File: config.mk
export PLATFORM = sky130hd
export DESIGN_NAME = branch_predictor_btb
export DESIGN_NICKNAME = d
export VERILOG_FILES = /design/src/rtl/branch_predictor_btb.sv
export SDC_FILE = /design/constraint.sdc
export NUM_CORES = 2
export LEC_CHECK = 0
export ABC_AREA = 1
export BUFFER_PORTS_ARGS = -buffer_cell sky130_fd_sc_hd__buf_2
export CORE_MARGIN = 8
export CORE_UTILIZATION = 39
export DETAILED_ROUTE_END_ITERATION = 16
export HOLD_SLACK_MARGIN = 0.12
export PLACE_DENSITY = 0.58
export SLEW_MARGIN = 20
export SYNTH_ARGS = -nofsm -noshare
export SYNTH_HDL_FRONTEND = slang
export SYNTH_SLANG_ARGS = --single-unit
File: constraint.sdc
create_clock -name clk -period 6.1 [get_ports clk]
set_input_delay 1.22 -clock clk [delete_from_list [all_inputs] [get_ports clk]]
set_output_delay 1.22 -clock clk [all_outputs]
set_load 0.005 [all_outputs]
File: src/rtl/branch_predictor_btb.sv
// IF-stage BTB + 2-bit BHT branch predictor, trained from EX resolution.
// Define BP_GSHARE_EN to index the BHT with pc XOR global history (gshare).
module branch_predictor_btb #(
  parameter int BTB_IDX_BITS = 5,
  parameter int BHT_IDX_BITS = 7,
  parameter int GHR_BITS     = 7
) (
  input  logic                    clk,
  input  logic                    rst_n,
  input  logic [31:0]             if_pc,
  output logic                    prediction,
  output logic                    tag_comp,
  output logic [31:0]             predicted_pc,
  output logic [BHT_IDX_BITS-1:0] if_bht_idx,
  input  logic                    ex_valid,
  input  logic                    ex_stall,
  input  logic [6:0]              ex_opcode,
  input  logic [31:0]             ex_pc,
  input  logic                    ex_br_en,
  input  logic [31:0]             ex_target,
  input  logic                    ex_pred_taken,
  input  logic [31:0]             ex_pred_pc,
  input  logic [BHT_IDX_BITS-1:0] ex_bht_idx,
  output logic [31:0]             branch_count,
  output logic [31:0]             mispredict_count
);

  localparam int BTB_N = 1 << BTB_IDX_BITS;
  localparam int BHT_N = 1 << BHT_IDX_BITS;
  localparam int TAG_W = 30 - BTB_IDX_BITS;

  localparam logic [6:0] OP_BR   = 7'b1100011;
  localparam logic [6:0] OP_JAL  = 7'b1101111;
  localparam logic [6:0] OP_JALR = 7'b1100111;

  localparam logic [1:0] SNT = 2'b00;
  localparam logic [1:0] WNT = 2'b01;
  localparam logic [1:0] ST  = 2'b11;

  logic              btb_valid  [BTB_N];
  logic [TAG_W-1:0]  btb_tag    [BTB_N];
  logic [31:0]       btb_target [BTB_N];
  logic              btb_jump   [BTB_N];
  logic [1:0]        bht        [BHT_N];

  logic [BTB_IDX_BITS-1:0] if_btb_idx;
  logic [TAG_W-1:0]        if_tag;
  logic [BHT_IDX_BITS-1:0] pc_bht_idx;

  assign if_btb_idx = if_pc[BTB_IDX_BITS+1:2];
  assign if_tag     = if_pc[31:BTB_IDX_BITS+2];
  assign pc_bht_idx = if_pc[BHT_IDX_BITS+1:2];

  logic is_br;
  logic is_jmp;
  logic fire;
  logic mispredict;

  assign is_br  = ex_opcode == OP_BR;
  assign is_jmp = (ex_opcode == OP_JAL) || (ex_opcode == OP_JALR);
  assign fire   = ex_valid && !ex_stall && (is_br || is_jmp);

`ifdef BP_GSHARE_EN
  logic [GHR_BITS-1:0] ghr;

  always_ff @(posedge clk or negedge rst_n) begin
    if (!rst_n)
      ghr <= '0;
    else if (fire && is_br)
      ghr <= {ghr[GHR_BITS-2:0], ex_br_en};
  end

  assign if_bht_idx = pc_bht_idx ^ BHT_IDX_BITS'(ghr);

  logic unused;
  assign unused = ^{if_pc[1:0], ex_pc[1:0]};
`else
  assign if_bht_idx = pc_bht_idx;

  logic unused;
  assign unused = ^{if_pc[1:0], ex_pc[1:0], 32'(GHR_BITS)};
`endif

  assign tag_comp = btb_valid[if_btb_idx]
                 && (btb_tag[if_btb_idx] == if_tag);

  assign prediction = tag_comp
                   && (btb_jump[if_btb_idx] || bht[if_bht_idx][1]);

  assign predicted_pc = prediction ? btb_target[if_btb_idx]
                                   : if_pc + 32'd4;

  assign mispredict = (ex_br_en != ex_pred_taken)
                   || (ex_br_en && (ex_pred_pc != ex_target));

  logic [BTB_IDX_BITS-1:0] ex_btb_idx;
  logic [TAG_W-1:0]        ex_tag;
  logic                    btb_wr;

  assign ex_btb_idx = ex_pc[BTB_IDX_BITS+1:2];
  assign ex_tag     = ex_pc[31:BTB_IDX_BITS+2];
  assign btb_wr     = fire && (is_jmp || ex_br_en);

  logic [1:0] bht_cur;
  logic [1:0] bht_next;

  always_comb begin
    bht_cur  = bht[ex_bht_idx];
    bht_next = bht_cur;
    unique case (1'b1)
      ex_br_en && (bht_cur != ST):   bht_next = 2'(bht_cur + 2'd1);
      !ex_br_en && (bht_cur != SNT): bht_next = 2'(bht_cur - 2'd1);
      default: ;
    endcase
  end

  always_ff @(posedge clk or negedge rst_n) begin
    if (!rst_n) begin
      for (int i = 0; i < BTB_N; i++)
        btb_valid[i] <= 1'b0;
    end else if (btb_wr) begin
      btb_valid[ex_btb_idx] <= 1'b1;
    end
  end

  // Payload needs no reset: it is only visible behind a valid bit.
  always_ff @(posedge clk) begin
    if (btb_wr) begin
      btb_tag[ex_btb_idx]    <= ex_tag;
      btb_target[ex_btb_idx] <= ex_target;
      btb_jump[ex_btb_idx]   <= is_jmp;
    end
  end

  always_ff @(posedge clk or negedge rst_n) begin
    if (!rst_n) begin
      for (int i = 0; i < BHT_N; i++)
        bht[i] <= WNT;
    end else if (fire && is_br) begin
      bht[ex_bht_idx] <= bht_next;
    end
  end

  always_ff @(posedge clk or negedge rst_n) begin
    if (!rst_n) begin
      branch_count     <= '0;
      mispredict_count <= '0;
    end else if (fire) begin
      branch_count <= branch_count + 32'd1;
      if (mispredict)
        mispredict_count <= mispredict_count + 32'd1;
    end
  end

endmodule

Word level (Yosys, flattened, before mapping)

Memories as Yosys holds them, arrays and structs flattened.
Cells that the tools add are included.

Bits in registers: 352
Bits in writable memories: 1856
Input port bits: 148
Memories kept: 3

Add/subtract/negate cells: 5
$lt $le $gt $ge: 6
Eq/ne operators: 7
Muxes and demuxes: 18
Bitwise logic cells: 5
Reduce and logical (&&, ||, !) cells: 20

Memory list:

| name       | words | width | rd ports | clocked after Yosys merged registers in | wr ports | line | RTL |
|---|---|---|---|---|---|---|---|
| btb_target | 32    | 32    | 1        | 0                                       | 1        | 42   | `logic [31:0] btb_target [BTB_N];` |
| btb_tag    | 32    | 25    | 1        | 0                                       | 1        | 41   | `logic [TAG_W-1:0] btb_tag [BTB_N];` |
| btb_jump   | 32    | 1     | 1        | 0                                       | 1        | 43   | `logic btb_jump [BTB_N];` |

Operators by type and width:

| cell                                                                  | count |
|---|---|
| 256-bit bitwise mux                                                   | 1 |
| 32-bit by 1-bit adder with 32-bit output (second input constant)      | 2 |
| 32-bit by 3-bit adder with 32-bit output (second input constant)      | 1 |
| 32-bit 2-to-1 mux                                                     | 1 |
| 32-bit != test                                                        | 1 |
| 32-bit OR                                                             | 1 |
| 2-bit binary-select mux with 7-bit select                             | 2 |
| 25-bit == test                                                        | 1 |
| 7-bit == test (second input constant)                                 | 3 |
| 8-bit >= comparator (second input constant)                           | 2 |
| 7-bit NOT with 8-bit output                                           | 2 |
| 2-bit demux with 7-bit select                                         | 1 |
| 6-bit >= comparator (second input constant)                           | 2 |
| 5-bit NOT with 6-bit output                                           | 2 |
| 1-bit logical AND                                                     | 11 |
| 2-bit 2-to-1 mux                                                      | 5 |
| 8-bit by 1-bit < comparator with 1-bit output (second input constant) | 1 |
| 6-bit by 1-bit < comparator with 1-bit output (second input constant) | 1 |
| 1-bit binary-select mux with 5-bit select                             | 1 |
| 1-bit demux with 5-bit select                                         | 1 |
| 1-bit logical OR                                                      | 5 |
| 1-bit 2-to-1 mux                                                      | 5 |
| 2-bit one-hot mux with 2 select lines                                 | 1 |
| 2-bit by 1-bit adder with 2-bit output (second input constant)        | 1 |
| other kinds (6)                                                       | 7 |

Depth between registers and ports, before layout

Word-level depth: 8
Mapped depth: 25
Depth with buffers taken out: 20

Least setup slack after synthesis

Ideal clock, no wire load.

Kind: in2reg
From: input ex_opcode[4]
To: memory btb_jump[4] (enable)
Arrival: 5.456 ns
Data required time: 5.625 ns
Path slack: 0.168 ns
Stages: 9
Path through: inv_1 -> nand3_1 -> nor2_1 -> nand2_1 -> nand2_1 -> o21ai_0 -> nor2_1 -> nand3_1 -> nor2_1

Longest elaborated chain between the ends: 7

RTL lines:

| element                                  | line | RTL |
|---|---|---|
| start: declaration                       | 17   | `input logic [6:0] ex_opcode,` |
| 7-bit == test                            | 60   | `assign is_jmp = (ex_opcode == OP_JAL) \|\| (ex_opcode == OP_JALR);` |
| 1-bit logical OR *                       | 60   |  |
| named net is_jmp                         | 55   | `logic is_jmp;` |
| 1-bit logical OR                         | 61   | `assign fire = ex_valid && !ex_stall && (is_br \|\| is_jmp);` |
| 1-bit logical AND                        | 61   |  |
| 1-bit logical AND *                      | 102  | `assign btb_wr = fire && (is_jmp \|\| ex_br_en);` |
| 1-bit 2-to-1 mux *                       | 128  | `if (btb_wr) begin` |
| 1-bit 2-to-1 mux (not written as such) * | 131  | `btb_jump[ex_btb_idx] <= is_jmp;` |
| end: declaration                         | 43   |  |

Mark *: on every way through the listed nets, which the timed path passes. The rest lies on a longest branch.

Worst setup path in the final report

From: input if_pc[3]
To: output predicted_pc[21]

Longest elaborated chain between the ends: 7

RTL lines:

| element                                                                                                       | line   | RTL |
|---|---|---|
| start: declaration                                                                                            | 10     | `input logic [31:0] if_pc,` |
| 7-bit NOT with 8-bit output (not written as such) / 5-bit NOT with 6-bit output (equally long branches)       | 88, 84 |  |
| 2-bit binary-select mux with 7-bit select / 1-bit binary-select mux with 5-bit select (equally long branches) | 88, 84 |  |
| 2-bit 2-to-1 mux (not written as such) / 1-bit 2-to-1 mux (equally long branches) (2 in a row)                | 88, 84 |  |
| 1-bit logical OR / 1-bit logical AND (equally long branches)                                                  | 88, 85 |  |
| 1-bit logical AND                                                                                             | 88     | `&& (btb_jump[if_btb_idx] \|\| bht[if_bht_idx][1]);` |
| 32-bit 2-to-1 mux *                                                                                           | 90     | `assign predicted_pc = prediction ? btb_target[if_btb_idx]` |
| end: declaration                                                                                              | 13     | `output logic [31:0] predicted_pc,` |

Every way passes the cells marked *; elsewhere a longest branch is shown, timed or not. The select of a mux whose other input is x is not followed.

==> impl_metrics.json <==
{
  "run_status": "completed",
  "hold_slack_ps": 339.4,
  "total_leakage_power_nw": 40.11,
  "num_io_pins": 253,
  "r2r_setup_slack_ps": 3460,
  "synthDistinctLibCells": 53,
  "reg2reg_to": "bht[22]",
  "arrival_ps": 4630,
  "synthesis.area_per_instance_um2": 10.62,
  "clock_sinks": 2208,
  "drive_above_1_share_pct": 11.10,
  "residual_drc_count": 0,
  "seq_area_frac_synth_pct": 67.89,
  "synthesis.area_mm2": 0.09530,
  "synth_edf_count": 1856,
  "tritoncts": "built",
  "firstDrtPassIters": 6,
  "power_report.internal_total_w": 0.02480,
  "grt_start_max_net_pins": 161,
  "setup_violations": 0,
  "tns_ps": 0,
  "worst_skew_pair.late_latency_ps": 910,
  "cp_slowest_cell": "buf_4",
  "core.rowCount": 181,
  "drt_iter0_drc": 7485,
  "cts-buffers-inserted": 231,
  "mostFrequentLayoutCells": "nand2_1, edfxtp_1, nor2_1, o21ai_0, nand3_1",
  "cts-hold-fix-buffers": 0,
  "floorplan.initialDensity_pct": 39.18,
  "postSynthNetCount": 9123,
  "ys_async_sr_fraction_pct": 15.94,
  "stdcell_area_mm2": 0.1084,
  "final_nets": 9293,
  "final.period_utilization_pct": 95.86,
  "hold_violations": 0,
  "max-cap-violations": 0,
  "port-buffer-count": 250,
  "path_cells": "buf_8, buf_12, buf_4, nand3_1, nand3_1, nand2_1, nor2_1, nand2_1, nand2_1, nand2_1, nand2_1, nand2_1, nor2_1, nand3_2, inv_1, nand3_2, buf_4, nand2_1, nand2_1, buf_2",
  "postSynthCellCount": 8972,
  "clkTransAtPathRegs_ps": 60,
  "timing.fmax_mhz": 171.0,
  "die_x_um": 510.3,
  "core_mm2": 0.2432,
  "n_fill_cell": 22460,
  "finalMaxSlewViolations": 0,
  "drt-wirelength-per-cell_um": 24.96,
  "die-height_um": 510.3,
  "finalWirelength_um": 313400,
  "worstMarginPinSlew_ps": 1134,
  "worst_ir_drop_vdd_mv": 0.2870,
  "final.min_clock_period_ps": 5848,
  "netSwitchingPower_w": 0.007628,
  "floorplan.die_area_mm2": 0.2604,
  "gr-usage-all-layers_pct": 23.36,
  "post-dp-hpwl_um": 174400,
  "grt_setup_unrepaired": "false",
  "dpl-instance-area_mm2": 0.1008,
  "critical-path-max-stage-delay_ps": 360,
  "critical_path_peak_fanout": 26,
  "p_clk_share_pct": 43.2,
  "final_util_pct": 44.56,
  "worst_ep_required_time_ps": 4880,
  "antenna_violations_before_repair": 44,
  "final_common_cell": "nand2_1",
  "power_density_mw_per_mm2": 299.2,
  "grt_first_pass_wirelength_um": 452800,
  "routabilityCongestion": 0.9362,
  "power_switching_share_pct": 23.52,
  "crit_top_cell": "nand2_1",
  "yosys_warnings": 0,
  "clock_tree_root": "clkbuf_16",
  "ctsLongestPathBuffers": 3,
  "timing.clock.skew_ps": 66.02,
  "crit_type": "in2out",
  "combinational_cell_fraction_of_total_power_pct": 6.3,
  "setup.worst_path.start_class": "input pin",
  "via_count_of_the_first_global_routing_pass": 66350,
  "share_seq_of_total_power_pct": 50.6,
  "post_cts.resized_instances": 0,
  "crit_buf_inv": 6,
  "via_density": 5.543,
  "reg2reg_depth": 10,
  "cp_top_family": "simple AND/OR/NAND/NOR gates",
  "min_delay_path_class": "in2async",
  "startpoint_of_the_worst_slack_reg_to_reg_timing_path": "bht[100]",
  "critPathCaptureType": "primary output",
  "antenna_violating_nets_post_route": 0,
  "leftover_overflow_at_the_end_of_global_routing": 0,
  "cts_h_tree_depth": 4,
  "synth_flop_cell": "edfxtp_1",
  "slew-limit-headroom_pct": 24.22,
  "num_vias": 69600,
  "synth_seq_cells": 2208,
  "cts_post_setup_buffers_inserted": 0,
  "area_delta_synth_final_pct": 13.72
}
-- how the worst max path moves through the flow --
stage | start | endpoint | cells past startpoint
global placement | if_pc[3] | predicted_pc[9] | 20
detailed placement | if_pc[3] | predicted_pc[9] | 20
floorplan | ex_opcode[4] | btb_jump[4] | 9
finish | if_pc[3] | predicted_pc[21] | 20
global route | if_pc[3] | predicted_pc[21] | 20
CTS | if_pc[3] | predicted_pc[9] | 20
-- power groups by stage --
stage / registers (W) / clock network, W / logic, W
after floorplan: 0.0167 / 0 / 0.00107
after CTS: 0.0164 / 0.0142 / 0.00201
final: 0.0164 / 0.0140 / 0.00203
after detailed placement: 0.0167 / 0 / 0.00200
after global placement: 0.0167 / 0 / 0.00198
after global routing: 0.0164 / 0.0148 / 0.00220
-- cell usage after synthesis, drive strengths merged, types with 4 or more instances --
| cell type | n | share of area, % |
|---|---|---|
| nor2 | 1174 | 4.7 |
| or2 | 16 | 0.11 |
| o21ai | 860 | 4.5 |
| nor3 | 181 | 0.96 |
| o22ai | 206 | 1.4 |
| o2bb2ai | 5 | 0.046 |
| and3 | 9 | 0.059 |
| a21oi | 157 | 0.82 |
| a221o | 6 | 0.063 |
| a31o | 16 | 0.15 |
| dfrtp | 224 | 5.9 |
| a32oi | 17 | 0.16 |
| nand4 | 59 | 0.39 |
| nand3b | 7 | 0.055 |
| a31oi | 18 | 0.12 |
| nand2 | 2084 | 8.2 |
| o2111ai | 9 | 0.083 |
| dfstp | 128 | 3.5 |
| xnor2 | 18 | 0.17 |
| a221oi | 16 | 0.15 |
| o221ai | 49 | 0.45 |
| o211a | 6 | 0.063 |
| xor2 | 75 | 0.69 |
| buf | 299 | 1.8 |
| a22o | 6 | 0.055 |
| edfxtp | 1856 | 58 |
| clkinv | 4 | 0.016 |
| nor4 | 16 | 0.11 |
| nand3 | 590 | 3.1 |
| a22oi | 39 | 0.31 |
| clkbuf | 237 | 0.93 |
| inv | 537 | 2.1 |
| o211ai | 35 | 0.28 |
-- registers in the layout (all words and copies together) (netlist names) --
signal and cells:
btb_jump 32, btb_valid 32, mispredict_count 32, btb_target 1024, branch_count 32, btb_tag 800
bht 256
-- worst reg2reg max path, delay by kind of cell (launching register included) --
kind | cells | cell delay (ps)
AND/OR/NAND/NOR | 6 | 1000
AO/OA/AOI/OAI | 3 | 780
buffers and inverters | 1 | 450
flip-flops | 1 | 370
-- per-layer routing --
layer	up-vias	share of wire [%]	global-route usage, %
li1	31370	-	-
met1	34370	40	30.41
met2	3159	47	37.93
met3	693	8.1	4.024
met4	8	5.2	11.52
met5	-	0.013	0
-- final cells by class --
cell class | count | area, um^2 | share of cell area [%]
Antenna cell | 21 | 52.55 | 0.04849
Clock buffer | 287 | 6081 | 5.611
Timing Repair Buffer | 473 | 3777 | 3.485
Clock inverter | 139 | 1435 | 1.324
Inverter | 541 | 2066 | 1.906
Sequential cell | 2208 | 64700 | 59.70
Multi-Input combinational cell | 5687 | 26260 | 24.23
Tap cell | 3202 | 4006 | 3.697
-- metrics by stage --
stage	cells	worst slack, ps	power (W)
6_report	12560	252.4	0.03243
5_1_grt	12560	102.5	0.03335
4_1_cts	12540	335.2	0.03260
3_5_place_dp	12110	351.2	0.01872
3_3_place_gp	12110	317.6	0.01869
2_1_floorplan	8972	168.4	0.01778
-- kinds of logic (layout without fill, tap and decap cells) --
| logic type | Yosys count | in the layout | synth area share (%) |
|---|---|---|---|
| muxes | 1 | 1 | 0.01181 |
| xor gates and xnor gates | 93 | 93 | 0.8547 |
| other | 0 | 21 | 0 |
| adders and majority gates | 3 | 3 | 0.03939 |
| and+or+nand+nor | 4137 | 4137 | 17.69 |
| buffers and inverters | 1077 | 1440 | 4.848 |
| AOI/OAI and AO/OA | 1453 | 1453 | 8.669 |
| DFF | 2208 | 2208 | 67.89 |
Note: power is estimated with default switching activity, not from simulation.
